`src/rtl/mmem_rd_burst.sv`:
```
// mmem_rd_burst: burst read sequencer in front of the main-memory read port.
// Takes (base, len) commands, issues len consecutive reads, captures the returned
// words into a local FIFO and presents them on a valid/ready stream. Reads are only
// issued when a FIFO slot is guaranteed for their return data, so backpressure on
// the output stream never loses words.
//
// Ports
//   clk, rst        clock, synchronous active-high reset
//   cmd_val/rdy     command handshake (rdy only while idle)
//   cmd_base_addr   first read address
//   cmd_len         burst length in words, 0 = empty burst
//   mmem_rd_en      read enable towards mmem
//   mmem_rd_addr    read address towards mmem
//   mmem_data_out   read data from mmem, RD_LAT cycles after mmem_rd_en
//   out_val/rdy     output word handshake
//   out_data        output word
//   out_last        final word of the burst
//   busy            burst in progress
//   done            one-cycle pulse when a burst completes
module mmem_rd_burst #(
  parameter int unsigned ADDR_WDT   = 16,
  parameter int unsigned DATA_WDT   = 64,
  parameter int unsigned LEN_WDT    = 16,
  parameter int unsigned RD_LAT     = 4,
  parameter int unsigned FIFO_DEPTH = 8
) (
  input  logic                clk,
  input  logic                rst,
  input  logic                cmd_val,
  output logic                cmd_rdy,
  input  logic [ADDR_WDT-1:0] cmd_base_addr,
  input  logic [LEN_WDT-1:0]  cmd_len,
  output logic                mmem_rd_en,
  output logic [ADDR_WDT-1:0] mmem_rd_addr,
  input  logic [DATA_WDT-1:0] mmem_data_out,
  output logic                out_val,
  input  logic                out_rdy,
  output logic [DATA_WDT-1:0] out_data,
  output logic                out_last,
  output logic                busy,
  output logic                done
);

  localparam int unsigned PTR_W = $clog2(FIFO_DEPTH);
  localparam int unsigned CNT_W = $clog2(FIFO_DEPTH + 1);
  localparam int unsigned OCC_W = CNT_W + 1;

  typedef enum logic [1:0] {StIdle, StRun, StDrain} state_e;

  state_e              state_q, state_d;
  logic [ADDR_WDT-1:0] addr_q, addr_d;
  logic [LEN_WDT-1:0]  rem_q, rem_d;
  logic                done_q, done_d;

  // In-flight read tracking, one stage per cycle of memory latency.
  logic [RD_LAT-1:0]   pipe_val_q, pipe_val_d;
  logic [RD_LAT-1:0]   pipe_last_q, pipe_last_d;
  logic [CNT_W-1:0]    inflight_q, inflight_d;

  // Return FIFO; the top bit of each entry is the last-word flag.
  logic [DATA_WDT:0]   mem_q [FIFO_DEPTH];
  logic [PTR_W-1:0]    wr_ptr_q, rd_ptr_q;
  logic [CNT_W-1:0]    count_q, count_d;

  logic                issue, issue_last, credit_ok;
  logic                push, push_last, pop;
  logic [OCC_W-1:0]    occ;

  assign push      = pipe_val_q[RD_LAT-1];
  assign push_last = pipe_last_q[RD_LAT-1];
  assign out_val   = (count_q != '0);
  assign pop       = out_val & out_rdy;
  assign out_data  = mem_q[rd_ptr_q][DATA_WDT-1:0];
  assign out_last  = out_val & mem_q[rd_ptr_q][DATA_WDT];

  // Slots already claimed after this cycle's pop; a word being pushed this
  // cycle is still counted in inflight_q, so it is not double counted.
  assign occ       = OCC_W'(count_q) + OCC_W'(inflight_q) - OCC_W'(pop);
  assign credit_ok = (occ < OCC_W'(FIFO_DEPTH));

  assign cmd_rdy      = (state_q == StIdle);
  assign busy         = (state_q != StIdle);
  assign done         = done_q;
  assign mmem_rd_en   = issue;
  assign mmem_rd_addr = addr_q;

  always_comb begin
    state_d    = state_q;
    addr_d     = addr_q;
    rem_d      = rem_q;
    done_d     = 1'b0;
    issue      = 1'b0;
    issue_last = 1'b0;
    unique case (state_q)
      StIdle: begin
        if (cmd_val) begin
          if (cmd_len != '0) begin
            addr_d  = cmd_base_addr;
            rem_d   = cmd_len;
            state_d = StRun;
          end else begin
            done_d = 1'b1;
          end
        end
      end
      StRun: begin
        if (credit_ok) begin
          issue      = 1'b1;
          issue_last = (rem_q == LEN_WDT'(1));
          addr_d     = addr_q + ADDR_WDT'(1);
          rem_d      = rem_q - LEN_WDT'(1);
          if (issue_last) state_d = StDrain;
        end
      end
      StDrain: begin
        // Leave as the final word is popped so done lands the following cycle.
        if (inflight_q == '0 && count_q == CNT_W'(pop)) begin
          done_d  = 1'b1;
          state_d = StIdle;
        end
      end
      default: state_d = StIdle;
    endcase
  end

  always_comb begin
    pipe_val_d     = pipe_val_q << 1;
    pipe_last_d    = pipe_last_q << 1;
    pipe_val_d[0]  = issue;
    pipe_last_d[0] = issue_last;
    inflight_d     = inflight_q + CNT_W'(issue) - CNT_W'(push);
    count_d        = count_q + CNT_W'(push) - CNT_W'(pop);
  end

  always_ff @(posedge clk) begin
    if (rst) begin
      state_q     <= StIdle;
      addr_q      <= '0;
      rem_q       <= '0;
      done_q      <= 1'b0;
      pipe_val_q  <= '0;
      pipe_last_q <= '0;
      inflight_q  <= '0;
      wr_ptr_q    <= '0;
      rd_ptr_q    <= '0;
      count_q     <= '0;
    end else begin
      state_q     <= state_d;
      addr_q      <= addr_d;
      rem_q       <= rem_d;
      done_q      <= done_d;
      pipe_val_q  <= pipe_val_d;
      pipe_last_q <= pipe_last_d;
      inflight_q  <= inflight_d;
      count_q     <= count_d;
      if (push) wr_ptr_q <= wr_ptr_q + PTR_W'(1);
      if (pop)  rd_ptr_q <= rd_ptr_q + PTR_W'(1);
    end
  end

  // Data storage needs no reset; occupancy is tracked by count_q.
  always_ff @(posedge clk) begin
    if (push && !rst) mem_q[wr_ptr_q] <= {push_last, mmem_data_out};
  end

endmodule
```
`config.mk`:
```
export PLATFORM = sky130hd
export DESIGN_NAME = mmem_rd_burst
export DESIGN_NICKNAME = d
export VERILOG_FILES = /design/src/rtl/mmem_rd_burst.sv
export SDC_FILE = /design/constraint.sdc
export NUM_CORES = 1
export LEC_CHECK = 0
export CORE_MARGIN = 2
export CORE_UTILIZATION = 45
export DETAILED_ROUTE_END_ITERATION = 8
export HOLD_SLACK_MARGIN = 0.08
export PLACE_DENSITY = 0.67
export SLEW_MARGIN = 20
export SYNTH_ARGS = -nofsm -noshare
export SYNTH_HDL_FRONTEND = slang
export SYNTH_SLANG_ARGS = --single-unit
export TNS_END_PERCENT = 50
```
`constraint.sdc`:
```
create_clock -name clk -period 8.4 [get_ports clk]
set_clock_uncertainty 0.15 [all_clocks]
set_input_delay 1.68 -clock clk [delete_from_list [all_inputs] [get_ports clk]]
set_output_delay 1.68 -clock clk [all_outputs]
set_load 0.05 [all_outputs]
```
==> results of run 1 <==
## kinds of logic after synthesis
logic type      count (synthesis)  synth area share
buf+inv                        95            0.0174
simple gates                  176            0.0389
xor+xnor                        8           0.00305
mux                           200             0.161
fa+ha+maj                      20            0.0112
compound gates                125            0.0363
flops                         580             0.732
## worst max-delay path by stage
stage / startpoint / endpoint / slack [ns] / cells past startpoint
after floorplan: rst / mem_q[0][0]$_DFFE_PP_ / -0.48 / 2
after global placement: out_rdy / mmem_rd_en / 2.20 / 8
after detailed placement: out_rdy / mmem_rd_en / 2.22 / 8
after CTS: out_rdy / mmem_rd_en / 2.21 / 8
after global routing: out_rdy / mmem_rd_en / 2.09 / 8
final: out_rdy / mmem_rd_en / 2.22 / 8
## registers in the layout, summed over array words and instances (netlist names), named ones only
| signal | cells |
|---|---|
| inflight_q | 4 |
| pipe_last_q | 4 |
| done | 1 |
| rd_ptr_q | 3 |
| state_q | 2 |
| mem_q | 520 |
| wr_ptr_q | 3 |
| pipe_val_q | 4 |
| mmem_rd_addr | 16 |
| rem_q | 16 |
| count_q | 4 |
## cell usage in the layout, fill, tap and decap left out, types with 5 or more instances in the layout
| cell | netlist | layout |
|---|---|---|
| edfxtp_1 | 520 | 520 |
| clkdlybuf4s50_1 | 0 | 184 |
| mux4_2 | 130 | 130 |
| mux2_2 | 65 | 65 |
| clkbuf_16 | 0 | 58 |
| dfxtp_1 | 60 | 57 |
| a21oi_1 | 42 | 42 |
| nor2_1 | 45 | 39 |
| inv_1 | 33 | 33 |
| nand2_1 | 32 | 32 |
| buf_4 | 1 | 24 |
| clkinv_1 | 1 | 20 |
| ha_1 | 19 | 19 |
| nor3_1 | 18 | 18 |
| nand3_1 | 17 | 17 |
| o21ai_1 | 16 | 16 |
| o21ai_0 | 11 | 11 |
| nor2b_1 | 12 | 11 |
| clkbuf_1 | 36 | 10 |
| nor4_1 | 11 | 9 |
| o211ai_2 | 9 | 9 |
| clkinv_2 | 0 | 8 |
| nand2b_1 | 7 | 7 |
| o32ai_1 | 7 | 7 |
| xor2_1 | 7 | 7 |
| nor2_4 | 0 | 6 |
| nand4_1 | 6 | 6 |
| o31ai_1 | 6 | 6 |
| or3_1 | 6 | 6 |
| o211ai_1 | 6 | 6 |
| bufinv_16 | 0 | 6 |
| mux2i_1 | 5 | 5 |
| a31oi_1 | 5 | 5 |
## critical path, delay by kind of cell
family | cells | cell delay, ns
buffers and inverters | 3 | 1.46
and+or+nand+nor | 3 | 0.68
muxes | 1 | 0.37
AOI/OAI and AO/OA | 1 | 0.16
## cell type report
type | instances | area (um^2) | share of cell area
tap | 672 | 841 | 0.0305
inverter | 34 | 128 | 0.00463
timing repair buffer | 212 | 2090 | 0.0760
sequential | 580 | 16800 | 0.611
multi-input combinational | 529 | 5820 | 0.211
clock inverter | 38 | 349 | 0.0127
clock buffer | 68 | 1490 | 0.0540
## routing by layer
metal,up-vias,global-route usage,wire length (um)
met5,-,0,32
met4,6,0.0452,859
met3,74,0.0355,3230
met2,392,0.295,23000
met1,6098,0.254,20400
li1,5324,-,-
## power breakdown
group	internal [mW]	switching [mW]
clock	1.45	1.04
sequential	3.21	0.121
combinational	0.848	1.12
## per-stage QoR
step / instances / TNS, ns / setup WS, ns / power, mW
after global placement: 2025 / 0 / 2.20 / 5.36
after floorplan: 1204 / -62.78 / -0.483 / 4.84
after global routing: 2133 / 0 / 2.09 / 8.12
after detailed placement: 2027 / 0 / 2.22 / 5.37
after CTS: 2133 / 0 / 2.21 / 7.87
final: 2133 / 0 / 2.22 / 7.79
==> out/metrics.cfg, run 1 <==
[status]
status=complete, no violations

[synthesis]
synth_edf_count=520
synth_area_mm2=0.0230
synth_top_area_frac=0.680
yosysTopAreaCell=edfxtp_1
synthFlopType=edfxtp_1
ys_ff_latch=580
synth_cell_type_count=61
synth.most_common_cell=edfxtp_1
ys_top_cells_by_count=edfxtp_1 (520), mux4_2 (130), mux2_2 (65), dfxtp_1 (60), nor2_1 (45)
synth_cells=1204
yosysWarnings=0
async_reset_ff_frac=0
syn-num-nets=1324
synth_area_leaders=edfxtp_1 (68%), mux4_2 (13%), dfxtp_1 (5.2%)
syn_area_per_cell_um2=19.1
yosysSeqAreaShare=0.732

[power_and_ir_drop]
power.leakage_nw=8.62
ir_drop_uv=168
p_per_area_mw_per_mm2=283

[clocking]
clk_pin_slew_ns=0.06
cts-root-buf=clkbuf_16
cts_tree=built
ctsHoldBuffers=0
cts_setup_buffers=0
clock_sinks=580
htreeDepth=2
cts_buffers=57
cts_resized=0
clk_path_buf_depth=3
clkLatencyLatePin_ns=0.60

[routing]
drtIter0Drc=930
drc=0
firstDrtPassIters=5
via_per_inst=5.58
wire_per_inst_um=22.2
vias=11900
postRouteAntennaNets=0
wl_mm=47.5

[worst_setup_path]
rr_worst_depth=14
critPathKind=in2out
r2r_start=inflight_q[2]$_SDFF_PP0_
reg2reg_to=inflight_q[2]$_SDFF_PP0_
critical_path_required_ns=6.57
crit_arrival_ns=4.35
rrSetupSlack_ns=5.23
end_kind=primary output
cp_max_fo=5
slowest_delay_ns=0.81
timing.critical_path.cells=clkdlybuf4s50_1, nand2b_1, or3_4, a21oi_1, mux2_2, nand2b_1, inv_1, clkdlybuf4s50_1
cp_slowest_cell=clkdlybuf4s50_1
cp-start-kind=input port

[global_route]
grt_max_degree=79
grt_pass1_wl_mm=73.0
grtUsageTotal=0.182
antenna_found_initial=3
grt-ovfl-total=0
grt_pass1_vias=12400

[final_layout]
drive_gt1_frac=0.226
antenna_cells=0
nFillCells=3928
fin_area_mm2=0.0276
syn2layout_area_growth_pct=19.9
fin_util=0.548
nets=1534

[floorplan]
row_count=82
io_pins=186
core_mm2=0.0503
die_w_um=230
dieArea_mm2=0.0529
die_height_um=230
initial_core_util=0.457

[sta]
fmaxAchievable_mhz=162
rsz0062_at_grt=false
finalHoldViolations=0
post-route-period-util=0.735
tightest_slew_ns=0.894
relSlewSlack=0.403
finalSetupViolCount=0
slew_viol_final=0
finalCriticalPeriod_ns=6.18
holdWs_ns=0.284

[run]
cap_viol_max_count=0

[worst_hold_path]
holdPathEnd=pipe_last_q[3]$_SDFF_PP0_
hp-start=pipe_last_q[2]$_SDFF_PP0_
hp-class=reg2reg
whs_path_depth=1

[placement]
place_area_mm2=0.0257
gp_congestion=0.819
place_hpwl_mm=25.9
port_buffers=185

Note: power is estimated with default switching activity, not from simulation.
==> inputs of run 2 (changes only) <==
clock period = 5.2 ns   (was 8.4 ns; I/O delays follow)
==> run 2 against run 1 <==
Net effect:
- worst setup slack got worse by 1.6 ns
- clock power rose by 66%
- total power rose by 64%
- sequential cell count did not move
- sequential share of layout area fell by 0.46 points
- combinational power rose by 64%
- critical endpoint is now out_data[60]
- largest cell class unchanged
==> out/metrics.cfg, run 2 (synthesis gave the netlist of run 1 again) <==
[sta]
finalCriticalPeriod_ns=4.60
finalSetupViolCount=0  ; unchanged
fmaxAchievable_mhz=217
relSlewSlack=0.405  ; was 0.403
slew_viol_final=0  ; unchanged
holdWs_ns=0.288  ; was 0.284 ns
rsz0062_at_grt=false  ; unchanged
finalHoldViolations=0  ; unchanged
fin_setup_tns_ns=0  ; unchanged
fin_ws_ns=0.597  ; was 2.22 ns
post-route-period-util=0.885
tightest_slew_ns=0.891  ; was 0.894 ns

[routing]
postRouteAntennaNets=0  ; unchanged
drc=0  ; unchanged
drtIter0Drc=924  ; was 930
vias=11900  ; about the same
firstDrtPassIters=7  ; was 5
wl_mm=47.6  ; was 47.5 mm
wire_per_inst_um=22.3  ; was 22.2 um
via_per_inst=5.58  ; about the same

[floorplan]
die_w_um=230  ; unchanged
initial_core_util=0.457  ; unchanged
core_mm2=0.0503  ; unchanged
die_height_um=230  ; unchanged
row_count=82  ; unchanged
dieArea_mm2=0.0529  ; unchanged
io_pins=186  ; unchanged

[worst_setup_path]
critical_path_required_ns=4.01  ; was 6.57 ns
cp-start-kind=flip-flop  ; was input port
end_kind=primary output  ; unchanged
crit_arrival_ns=3.41  ; was 4.35 ns
critPathKind=reg2out  ; was in2out
cp_max_fo=33  ; was 5
r2r_start=inflight_q[3]$_SDFF_PP0_  ; was inflight_q[2]$_SDFF_PP0_

[global_route]
grt_pass1_vias=12300  ; was 12.4k
grt_pass1_wl_mm=73.0  ; about the same
grtUsageTotal=0.181  ; was 0.182
grt-ovfl-total=0  ; unchanged
grt_max_degree=66  ; was 79
antenna_found_initial=2  ; was 3

[final_layout]
layout_commonest_cell=edfxtp_1  ; unchanged
drive_gt1_frac=0.232  ; was 0.226
fin_util=0.552  ; was 0.548
layout.cells.non_filler=2137  ; was 2133
largest_reg_flops=520  ; unchanged
antenna_cells=0  ; unchanged
fin_area_mm2=0.0278  ; was 0.0276 mm^2
top_register=mem_q  ; unchanged
nets=1540  ; was 1534
final_cell_mix=edfxtp_1 (520), clkdlybuf4s50_1 (183), mux4_2 (130)  ; was edfxtp_1 (520), clkdlybuf4s50_1 (184), mux4_2 (130)
syn2layout_area_growth_pct=20.8  ; was 19.9%

[placement]
dp.cells=2031  ; was 2027
pre_cts_ws_ns=0.842  ; was 2.22 ns
place_hpwl_mm=26.3  ; was 25.9 mm
place_area_mm2=0.0259  ; was 0.0257 mm^2
gp_congestion=0.850  ; was 0.819
port_buffers=185  ; unchanged

[worst_hold_path]
hp-class=reg2reg  ; unchanged
hp-start=pipe_last_q[2]$_SDFF_PP0_  ; unchanged

[clocking]
clkLatencyLatePin_ns=0.60  ; about the same
cts_resized=0  ; unchanged
cts_tree=built  ; unchanged
cts_buffers=59  ; was 57
clock_sinks=580  ; unchanged
htreeDepth=2  ; unchanged
cts-root-buf=clkbuf_16  ; unchanged
clk_path_buf_depth=3  ; unchanged
cts_setup_buffers=0  ; unchanged
ctsHoldBuffers=0  ; unchanged
clk_pin_slew_ns=0.06  ; about the same

[run]
cap_viol_max_count=0  ; unchanged

[power_and_ir_drop]
swShare=0.291  ; was 0.293
p_sw_mw=3.71  ; was 2.28 mW
pwr-share-clk=0.324  ; was 0.319
intPower_mw=9.06  ; was 5.51 mW
p_seq_frac=0.422  ; was 0.428
ir_drop_uv=403  ; was 168 uV
p_per_area_mw_per_mm2=460  ; was 283 mW/mm^2
power.leakage_nw=8.70  ; was 8.62 nW
pwr-share-comb=0.254  ; was 0.252
totalPowerFinal_mw=12.8  ; was 7.79 mW

[status]
status=complete, no violations  ; unchanged

## run 2: cell count changes in the layout (fill, tap and decap cells not counted), moves of 2 or more
| cell | delta |
|---|---|
| nor4_4 | +2 |
| clkinv_2 | +5 |
| nor4_2 | -2 |
| clkinv_1 | -11 |
| clkbuf_16 | +2 |
| buf_12 | +10 |
| buf_4 | -4 |
| clkbuf_1 | +4 |
## run 2: worst max-delay path, cell delays in order (launching register included)
cell and delay [ns]:
dfxtp_4 0.81, buf_4 0.43, mux4_2 0.55, mux2_2 0.30, clkdlybuf4s50_1 0.70
## run 2: per-layer routing
metal / global-route usage / routed length, um / vias up
li1: - / - / 5322
met2: 0.298 / 23500 / 366
met5: 0 / 26 / -
met1: 0.253 / 20500 / 6174
met4: 0.0415 / 624 / 4
met3: 0.0336 / 2970 / 52
## run 2: power by group through the flow
| stage | Combinational [mW] | Sequential [mW] | Clock, mW |
|---|---|---|---|
| after floorplan | 2.33 | 5.49 | 0 |
| after global placement | 3.23 | 5.48 | 0 |
| after detailed placement | 3.25 | 5.49 | 0 |
| after CTS | 3.27 | 5.39 | 4.23 |
| after global routing | 3.46 | 5.42 | 4.43 |
| final | 3.24 | 5.39 | 4.14 |
## run 2: area by class of cell
cell class / instances / area (um^2)
Fill cell: 3856 / 22500
Sequential cell: 580 / 16800
Multi-Input combinational cell: 529 / 5840
Timing Repair Buffer: 216 / 2230
Clock buffer: 74 / 1550
Tap cell: 672 / 841
Clock inverter: 32 / 347
Inverter: 34 / 128
## run 2: path summary, 6_finish.rpt
path	endpoint	cells after the start	slack, ns
worst max-delay path	out_data[60]	4	0.60
worst min-delay path	pipe_last_q[3]$_SDFF_PP0_	1	0.29
worst max register to register	rem_q[0]$_SDFFE_PP0P_	10	2.00
worst min register to register	pipe_last_q[3]$_SDFF_PP0_	1	0.29
==> inputs of run 3 (changes only) <==
SLEW_MARGIN = default   (was 20)
==> results of run 3 <==
No change in the layout: final DEF, timing and power equal those of run 2.
==> RTL edit: new RTL, config.mk and constraints of run 3 <==
`FIFO_DEPTH`: 8 -> 4.
--- a/src/rtl/mmem_rd_burst.sv
+++ b/src/rtl/mmem_rd_burst.sv
@@ -22,7 +22,7 @@
   parameter int unsigned DATA_WDT   = 64,
   parameter int unsigned LEN_WDT    = 16,
   parameter int unsigned RD_LAT     = 4,
-  parameter int unsigned FIFO_DEPTH = 8
+  parameter int unsigned FIFO_DEPTH = 4
 ) (
   input  logic                clk,
   input  logic                rst,
Function: same outputs for any inputs over 4 cycles, from zero or initial values and one cycle with rst high; that may be too few to reach the edited logic, so the function may still have changed.
==> RTL edit against run 3 <==
Worst setup slack better by 0.19 ns. Cell area is 43% lower. Sequential cell count decreased by 265. Non-clock buffer count is 23 lower. Routed wire length fell by 45%. Total power fell by 43%. Synthesized area decreased by 45%. Fmax rose by 4.3%. Largest cell class unchanged. Largest power group unchanged.
==> RTL edit: results <==
{
  "cpPeakStageDelay_ns": 0.45,
  "critPathArrivalTime_ns": 3.22,
  "htreeDepth": 1,
  "detailed_place.area_um2": 14800,
  "r2r_end": "inflight_q[2]",
  "synthXorXnorAreaFrac_pct": 0.835,
  "holdWs_ns": 0.287,
  "worstPathMaxFanout": 4,
  "antenna_found_initial": 0,
  "hpwl_um": 16000,
  "firstDrtPassIters": 5,
  "synthAdderAreaFrac_pct": 1.81,
  "fill_cells": 2179,
  "synth_edf_count": 260,
  "synth_common_cells": "edfxtp_1, mux4_2, dfxtp_1, nor2_1, inv_1",
  "r2r_start": "count_q[1]",
  "outcome": "completed",
  "synthMuxAreaShare_pct": 12.0,
  "relSlewSlack_pct": 30.4,
  "insertion_delay_ns": 0.55,
  "drive_gt1_share_pct": 15.1,
  "vias": 7238,
  "synth_compound_area_share_pct": 5.92,
  "syn_nets": 841,
  "cts_buffers": 31,
  "hold_end": "pipe_val_q[2]",
  "hold_path.startpoint": "pipe_val_q[1]",
  "dpl_worst_slack_ns": 0.796,
  "gp_congestion": 0.864,
  "grtUsageTotal_pct": 17.8,
  "synth.area.top_cells": "edfxtp_1, mux4_2, dfxtp_1, ha_1, a211oi_1",
  "fmax_ghz": 0.227,
  "vdd_drop_max_mv": 0.245,
  "largest_reg_flops": 260,
  "fin_nets": 1032,
  "r2r_slack_ns": 1.77,
  "r2r_cells": 14,
  "synth_cell_type_count": 72,
  "dp_cells": 1260
}
## RTL edit: cell count changes after synthesis, moves of 10 or more
cell / run 3 / this run
edfxtp_1: 520 / 260
clkbuf_1: 36 / 18
o21ai_1: 16 / 2
nand2_1: 32 / 22
a21oi_1: 42 / 18
mux2_2: 65 / 1
nor2_1: 45 / 31
a211oi_1: 2 / 18
mux4_2: 130 / 65
## RTL edit: power breakdown
group          switching (mW)  internal (mW)
sequential              0.195           2.82
combinational            1.34          0.928
clock                   0.889           1.13
## RTL edit: final cells by class
class	instances	area [um2]	share of cell area [%]
clock buffer	34	787	4.99
clock inverter	22	126	0.802
inverter	31	116	0.739
timing repair buffer	193	1930	12.3
multi-input combinational	343	3400	21.6
sequential	315	8920	56.6
tap	378	473	3.00
## RTL edit: metal layers
metal	wire length [um]	global-route usage (%)	part of all wire, %
met5	0	0	0
met1	11500	25.6	44
met3	1910	3.36	7.3
met2	12100	28.5	46
met4	491	3.87	1.9
